$ cat src/rtl/text_writer.sv
// Byte-stream to screen-RAM character writer with an 80x25 cursor and screen/line clears.
// Define TEXT_WRITER_AUTOWRAP_EN to wrap the cursor onto a fresh line after the last column.
module text_writer #(
   parameter int          COLS      = 80,
   parameter int          ROWS      = 25,
   parameter logic [7:0]  FILL_CHAR = 8'h20
) (
   input  logic        clk,
   input  logic        rst,
   input  logic [7:0]  char_i,
   input  logic        char_valid_i,
   output logic        char_ready_o,
   output logic [11:0] ram_addr_o,
   output logic [7:0]  ram_data_o,
   output logic        ram_wren_o,
   output logic [6:0]  cursor_col_o,
   output logic [4:0]  cursor_row_o,
   output logic        busy_o
);

   typedef enum logic [1:0] {INIT_CLR, IDLE, CLR_SCREEN, CLR_LINE} state_t;

   localparam logic [6:0] COL_LAST = 7'(COLS - 1);
   localparam logic [4:0] ROW_LAST = 5'(ROWS - 1);

   state_t      state_q, state_d;
   logic [6:0]  col_q, col_d;
   logic [4:0]  row_q, row_d;
   logic [6:0]  clr_col_q, clr_col_d;
   logic [4:0]  clr_row_q, clr_row_d;
   logic [11:0] addr_q, addr_d;
   logic [7:0]  data_q, data_d;
   logic        wren_q, wren_d;
   logic        accept;
   logic [4:0]  row_inc;

   assign accept  = char_valid_i && (state_q == IDLE);
   assign row_inc = (row_q == ROW_LAST) ? 5'd0 : row_q + 5'd1;

   always_comb begin
      state_d   = state_q;
      col_d     = col_q;
      row_d     = row_q;
      clr_col_d = clr_col_q;
      clr_row_d = clr_row_q;
      addr_d    = addr_q;
      data_d    = data_q;
      wren_d    = 1'b0;
      case (state_q)
         INIT_CLR, CLR_SCREEN: begin
            addr_d = {clr_row_q, clr_col_q};
            data_d = FILL_CHAR;
            wren_d = 1'b1;
            if (clr_col_q == COL_LAST) begin
               clr_col_d = 7'd0;
               if (clr_row_q == ROW_LAST) begin
                  clr_row_d = 5'd0;
                  col_d     = 7'd0;
                  row_d     = 5'd0;
                  state_d   = IDLE;
               end else begin
                  clr_row_d = clr_row_q + 5'd1;
               end
            end else begin
               clr_col_d = clr_col_q + 7'd1;
            end
         end
         CLR_LINE: begin
            // The cursor has already moved to the row being blanked.
            addr_d = {row_q, clr_col_q};
            data_d = FILL_CHAR;
            wren_d = 1'b1;
            if (clr_col_q == COL_LAST) begin
               clr_col_d = 7'd0;
               state_d   = IDLE;
            end else begin
               clr_col_d = clr_col_q + 7'd1;
            end
         end
         IDLE: begin
            if (accept) begin
               if (char_i >= 8'h20 && char_i <= 8'h7E) begin
                  addr_d = {row_q, col_q};
                  data_d = char_i;
                  wren_d = 1'b1;
                  if (col_q != COL_LAST) begin
                     col_d = col_q + 7'd1;
                  end else begin
`ifdef TEXT_WRITER_AUTOWRAP_EN
                     col_d   = 7'd0;
                     row_d   = row_inc;
                     state_d = CLR_LINE;
`endif
                  end
               end else if (char_i == 8'h0D) begin
                  col_d = 7'd0;
               end else if (char_i == 8'h0A) begin
                  col_d   = 7'd0;
                  row_d   = row_inc;
                  state_d = CLR_LINE;
               end else if (char_i == 8'h08) begin
                  if (col_q != 7'd0) begin
                     col_d  = col_q - 7'd1;
                     addr_d = {row_q, col_q - 7'd1};
                     data_d = FILL_CHAR;
                     wren_d = 1'b1;
                  end
               end else if (char_i == 8'h0C) begin
                  state_d = CLR_SCREEN;
               end
            end
         end
         default: state_d = IDLE;
      endcase
   end

   always_ff @(posedge clk or posedge rst) begin
      if (rst) begin
         state_q   <= INIT_CLR;
         col_q     <= 7'd0;
         row_q     <= 5'd0;
         clr_col_q <= 7'd0;
         clr_row_q <= 5'd0;
         addr_q    <= 12'd0;
         data_q    <= 8'd0;
         wren_q    <= 1'b0;
      end else begin
         state_q   <= state_d;
         col_q     <= col_d;
         row_q     <= row_d;
         clr_col_q <= clr_col_d;
         clr_row_q <= clr_row_d;
         addr_q    <= addr_d;
         data_q    <= data_d;
         wren_q    <= wren_d;
      end
   end

   assign char_ready_o = (state_q == IDLE);
   assign busy_o       = (state_q != IDLE);
   assign ram_addr_o   = addr_q;
   assign ram_data_o   = data_q;
   assign ram_wren_o   = wren_q;
   assign cursor_col_o = col_q;
   assign cursor_row_o = row_q;

endmodule

$ cat config.mk
export PLATFORM = sky130hd
export DESIGN_NAME = text_writer
export DESIGN_NICKNAME = d
export VERILOG_FILES = /design/src/rtl/text_writer.sv
export SDC_FILE = /design/constraint.sdc
export NUM_CORES = 1
export LEC_CHECK = 0
export BUFFER_PORTS_ARGS = -buffer_cell sky130_fd_sc_hd__buf_2
export CAP_MARGIN = 20
export CORE_UTILIZATION = 50
export DETAILED_ROUTE_END_ITERATION = 7
export GPL_ROUTABILITY_DRIVEN = 0
export GPL_TIMING_DRIVEN = 0
export HOLD_SLACK_MARGIN = 0.06
export MAX_ROUTING_LAYER = met4
export PLACE_DENSITY = 0.87
export SLEW_MARGIN = 25
export SYNTH_ARGS = -nofsm -noshare
export SYNTH_HDL_FRONTEND = slang
export SYNTH_SLANG_ARGS = --single-unit
export TNS_END_PERCENT = 20
$ cat constraint.sdc
create_clock -name clk -period 2 [get_ports clk]
set_clock_uncertainty 0.15 [all_clocks]
set_input_delay 0.4 -clock clk [delete_from_list [all_inputs] [get_ports clk]]
set_output_delay 0.4 -clock clk [all_outputs]
set_load 0.05 [all_outputs]
Yosys cells after proc, flatten, opt, wreduce, memory -nomap -nowiden
Index checks and enable logic that the tools add are counted.
W data, S select, Z words.
{"block": "totals", "inputBits": 11, "word_cells": 106, "regBits": 47}
{"block": "classes", "reduce_logical": 12, "mux": 51, "order_cmp": 2, "n_eq_ne": 28, "add_sub_neg": 5}
{"operator": "$mux W12", "count": 6}
{"operator": "$mux W7", "count": 10}
{"operator": "$mux W8", "count": 6}
{"operator": "$mux W5", "count": 8}
{"operator": "$pmux W12 S3", "count": 1}
{"operator": "$eq A8 B4 Y1 const B", "count": 4}
{"operator": "$mux W2", "count": 9}
{"operator": "$pmux W8 S2", "count": 1}
{"operator": "$add A7 B1 Y7 const B", "count": 2}
{"operator": "$pmux W7 S2", "count": 1}
{"operator": "$reduce_and A7 Y1", "count": 2}
{"operator": "$add A5 B1 Y5 const B", "count": 2}
{"operator": "$eq A5 B5 Y1 const B", "count": 2}
{"operator": "$ne A2 B2 Y1 const B", "count": 5}
{"operator": "$ne A5 B1 Y1 const B", "count": 2}
{"operator": "$pmux W5 S2", "count": 1}
{"operator": "$ne A3 B1 Y1 const B", "count": 3}
{"operator": "$ne A3 B3 Y1 const B", "count": 3}
{"operator": "$ge A8 B6 Y1 const B", "count": 1}
{"operator": "$le A8 B7 Y1 const B", "count": 1}
{"operator": "$reduce_and A8 Y1", "count": 1}
{"operator": "$eq A7 B7 Y1 const B", "count": 1}
{"operator": "$ne A7 B7 Y1 const B", "count": 1}
{"operator": "$reduce_bool A7 Y1", "count": 1}
{"operator": "15 further kinds", "count": 24}

Depth between registers and ports, before layout
{"block": "logic_depth", "word_depth": 8, "depth_mapped": 9, "ltp_nobuf": 8}

Worst setup path before layout
OpenSTA, ideal clock, no wires.
{"block": "synth_path", "path_type": "reg-to-reg", "start": "reg col_q[0], in the netlist cursor_col_o[0]", "end": "reg col_q[5], in the netlist cursor_col_o[5]", "path_stages_with_launch": 9, "arrival_time_ps": 2200, "setup_time_ps": 97, "slack_ps": -447, "cell_sequence": "dfrtp_1 inv_1 ha_1 nand4b_1 a41oi_2 a211o_1 or2_0 buf_2 o31ai_1"}
{"block": "synth_between", "elab_chain_cells": 8, "word_cells_on_any_way": 15, "cone_classes": "add/sub (2); eq/ne (3); mux (8); reduce/logical (2)"}
{"element": "from (decl)", "line_no": "27", "source": "logic [6:0] col_q, col_d;"}
{"element": "from (signal assigned)", "line_no": "129", "source": "col_q <= col_d;"}
{"element": "$sub A7 B1 Y7", "line_no": "103", "source": "col_d = col_q - 7'd1;"}
{"element": "$mux W7", "line_no": "102", "source": "if (col_q != 7'd0) begin"}
{"element": "$mux W7", "line_no": "101", "source": "end else if (char_i == 8'h08) begin"}
{"element": "$mux W7", "line_no": "97", "source": "end else if (char_i == 8'h0A) begin"}
{"element": "$mux W7", "line_no": "95", "source": "end else if (char_i == 8'h0D) begin"}
{"element": "$mux W7", "line_no": "82", "source": "if (char_i >= 8'h20 && char_i <= 8'h7E) begin"}
{"element": "$mux W7", "line_no": "81", "source": "if (accept) begin"}
{"element": "$pmux W7 S2", "line_no": "49", "source": "case (state_q)"}
Several ways; a longest one is shown, not always the timed one. The select of a mux whose other input is x is not followed.
A chain may end at the register's enable or synchronous reset.

Final worst setup path
{"block": "layout_path", "start": "reg clr_col_q[1]", "end": "reg row_q[4], in the netlist cursor_row_o[4]"}
{"block": "layout_between", "elab_chain_cells": 3}
{"element": "from (decl)", "line_no": "29", "source": "logic [6:0] clr_col_q, clr_col_d;"}
{"element": "from (signal assigned)", "line_no": "131", "source": "clr_col_q <= clr_col_d;"}
{"element": "$eq A7 B7 Y1", "line_no": "54", "source": "if (clr_col_q == COL_LAST) begin"}
{"element": "$ne A2 B2 Y1 (no line)"}
{"element": "$reduce_and A7 Y1 (no line)"}
{"element": "to (signal assigned)", "line_no": "130", "source": "row_q <= row_d;"}
{"element": "to (decl)", "line_no": "28", "source": "logic [4:0] row_q, row_d;"}
No other way between the ends.

==> results.ini <==
[status]
status = complete, but fails checks
violations = setup timing

[synth]
synthCells = 287
synth_top_area_share_pct = 45.19
yosys-top-cells-area = dfrtp_1 (45%), nand2_1 (7.1%), o21ai_0 (4.6%)
async_flop_share_pct = 100.0
synth.cell_area_um2 = 2602
synthFlopType = dfrtp_1
synth_top_area_cell = dfrtp_1
synth_nets = 306
ys_seq_elements = 47
synth_edf_count = 0
yosysSeqAreaShare_pct = 45.19
yosysWarningCount = 0
avgSynthCellArea_um2 = 9.068
ys_types = 44

[detailed_routing]
ant_nets = 0
dr.first_iter.drc_count = 279
routedWlPerCell_um = 16.75
first_pass_iters = 5
viasPerCell = 5.924
drc = 0
vias = 2506
wl_mm = 7.086

[grt]
grt_pass1_wl_mm = 10.65
antenna_found_initial = 0
grt_overflow = 0
grt_max_degree = 33
grt_pass1_vias = 2337
grt_usage_pct = 26.31

[power_and_ir_drop]
pwr_density_cell_nw_per_um2 = 480.1
fin_total_pwr_mw = 1.651
peakVddDrop_mv = 0.2607
p_leak_nw = 1.625

[floorplanning]
die-area_um2 = 5497
die_w_um = 74.15
io_pins = 46
core_area_um2 = 4880
die_h_um = 74.15
num_rows = 25
start_util_pct = 53.33

[placed_design]
dpl.cell_count = 399
dpl.hpwl_mm = 4.381
io_buffer_count = 44

[cts]
cts.clk_slew.worst_paths_ps = 90
numCtsBuffers = 5
clockBufferDepth = 2
cts_tree = built
cts_num_sinks = 47
clock_latency_ps = 300
cts_max_level = 2
clock-root-buffer = clkbuf_8

[sta]
rsz0062_at_grt = true
hold_viol_final = 0
finalCriticalPeriod_ps = 2158
slew_headroom_pct = 61.27
finalSetupViolCount = 13
max_freq_ghz = 0.4633
worst_pin_slew_ps = 577.0
slew_violations = 0
fin_ws_ps = -158.4
finalCritPeriodShare_pct = 107.9

[finish]
final_cells = 423
drive_gt1_share_pct = 35.11
antenna_cells = 0
final_net_count = 375
area_growth_pct = 32.16

[flow_run]
max-cap-violations = 0

[worst_setup_path]
cp.arrival_ps = 2190
worstSetupStartpointType = register
required_ps = 2030
end_kind = register
crit_type = register to register
crit_fanout = 5

[worst_hold_path]
hp-class = primary input to register

-- worst paths after layout --
kind	start	end	slack, ps	cells past startpoint
max	clr_col_q[1]$_DFFE_PP0P_	cursor_row_o[4]$_DFFE_PP0P_	-160	6
min	char_i[6]	ram_data_o[6]$_DFFE_PP0P_	210	3
max reg2reg	clr_col_q[1]$_DFFE_PP0P_	cursor_row_o[4]$_DFFE_PP0P_	-160	6
min reg2reg	ram_data_o[2]$_DFFE_PP0P_	ram_data_o[2]$_DFFE_PP0P_	320	2
max in group asynchronous	rst	cursor_col_o[1]$_DFFE_PP0P_	750	4
min in group asynchronous	rst	ram_data_o[7]$_DFFE_PP0P_	460	3
-- critical path, stage by stage, from the launching register on --
cell     delay [ps]
dfrtp_1         370
ha_2            210
nand2_4          70
or4_4           560
nor3_4          220
o22ai_4         130
a211o_1         320
-- flip-flops by register name (all words and copies together), names as in the netlist --
name / flops
cursor_row_o: 5
ram_data_o: 8
clr_col_q: 7
cursor_col_o: 7
ram_addr_o: 12
ram_wren_o: 1
clr_row_q: 5
state_q: 2
-- power breakdown --
part	switching, mW	internal, mW
combinational	0.0787	0.0400
clock	0.312	0.272
sequential	0	0.949
total	0.390	1.26
-- cells in the mapped netlist (3+ instances only) --
cell,instances
mux2i_1,10
xor2_1,6
a22o_1,4
o21a_1,3
inv_1,14
xnor2_1,7
nand2_1,49
dfrtp_1,47
a21oi_1,5
nand3_1,8
ha_1,8
nor4_1,4
clkbuf_1,11
nand4b_1,3
and3_1,5
o31ai_1,10
nor3_1,7
nor2_1,22
o21ai_0,24
and2_1,3
nand4_1,7
a21o_1,3
-- cells by family (layout without fill, tap and decap cells) --
| kind of cell | Yosys count | count (layout) | synth area share (%) |
|---|---|---|---|
| fa+ha+maj | 8 | 8 | 3.846 |
| mux | 10 | 10 | 3.846 |
| xor+xnor | 13 | 13 | 4.375 |
| flops | 47 | 47 | 45.19 |
| compound gates | 65 | 65 | 17.45 |
| simple gates | 117 | 117 | 21.35 |
| buf+inv | 27 | 96 | 3.942 |
-- per-layer routing --
| layer | up-vias | track usage (%) | wire length [µm] |
|---|---|---|---|
| met4 | 0 | 9.829 | 138 |
| met3 | 19 | 4.878 | 449 |
| met1 | 1217 | 32.66 | 2928 |
| met5 | - | - | 0 |
| li1 | 1152 | - | - |
| met2 | 118 | 42.73 | 3570 |
-- layout by cell type (no fill, tap or decap), drive strengths merged, types with 5 or more instances in the layout --
master and n:
o31ai 10, o21ai 24, nor2 22, nand3 8, buf 66, xnor2 7, nand2 49, mux2i 10
inv 14, clkbuf 13, nor3 7, a21oi 5, xor2 6, dfrtp 47, and3 5, ha 8
nand4 7
-- through the flow --
stage / setup WS [ps] / hold WS (ps) / util, % / TNS [ps] / cell area, µm²
2_1_floorplan: -221.8 / 320.6 / - / -2081 / 2613
3_3_place_gp: -592.8 / 299.0 / 59.77 / -25550 / 2917
3_5_place_dp: -595.1 / 237.7 / 60.18 / -13140 / 2937
4_1_cts: -80.02 / 212.6 / 67.00 / -477.7 / 3269
5_1_grt: -193.9 / 224.7 / 70.49 / -1911 / 3440
6_report: -158.4 / 209.8 / 70.49 / -973.2 / 3440
-- layout make-up --
class	instances	area (µm²)
plain buffers	9	62.56
clock buffers	6	82.58
clock inverters	1	5.005
fillers	357	1440
inverters	15	61.31
multi-input cells	213	1562
flip-flops and latches	47	1181
well taps	67	83.83
repair buffers	65	401.6
-- timing repair --
action | CTS | global route
resized for setup | 37 | 41
pin swaps | 6 | 10
setup endpoints to repair | 39 | 37
buffers inserted | 15 | 4
hold endpoints to repair | 15 | 0
hold buffers | 1 | 0
(Power assumes the default switching activity.)
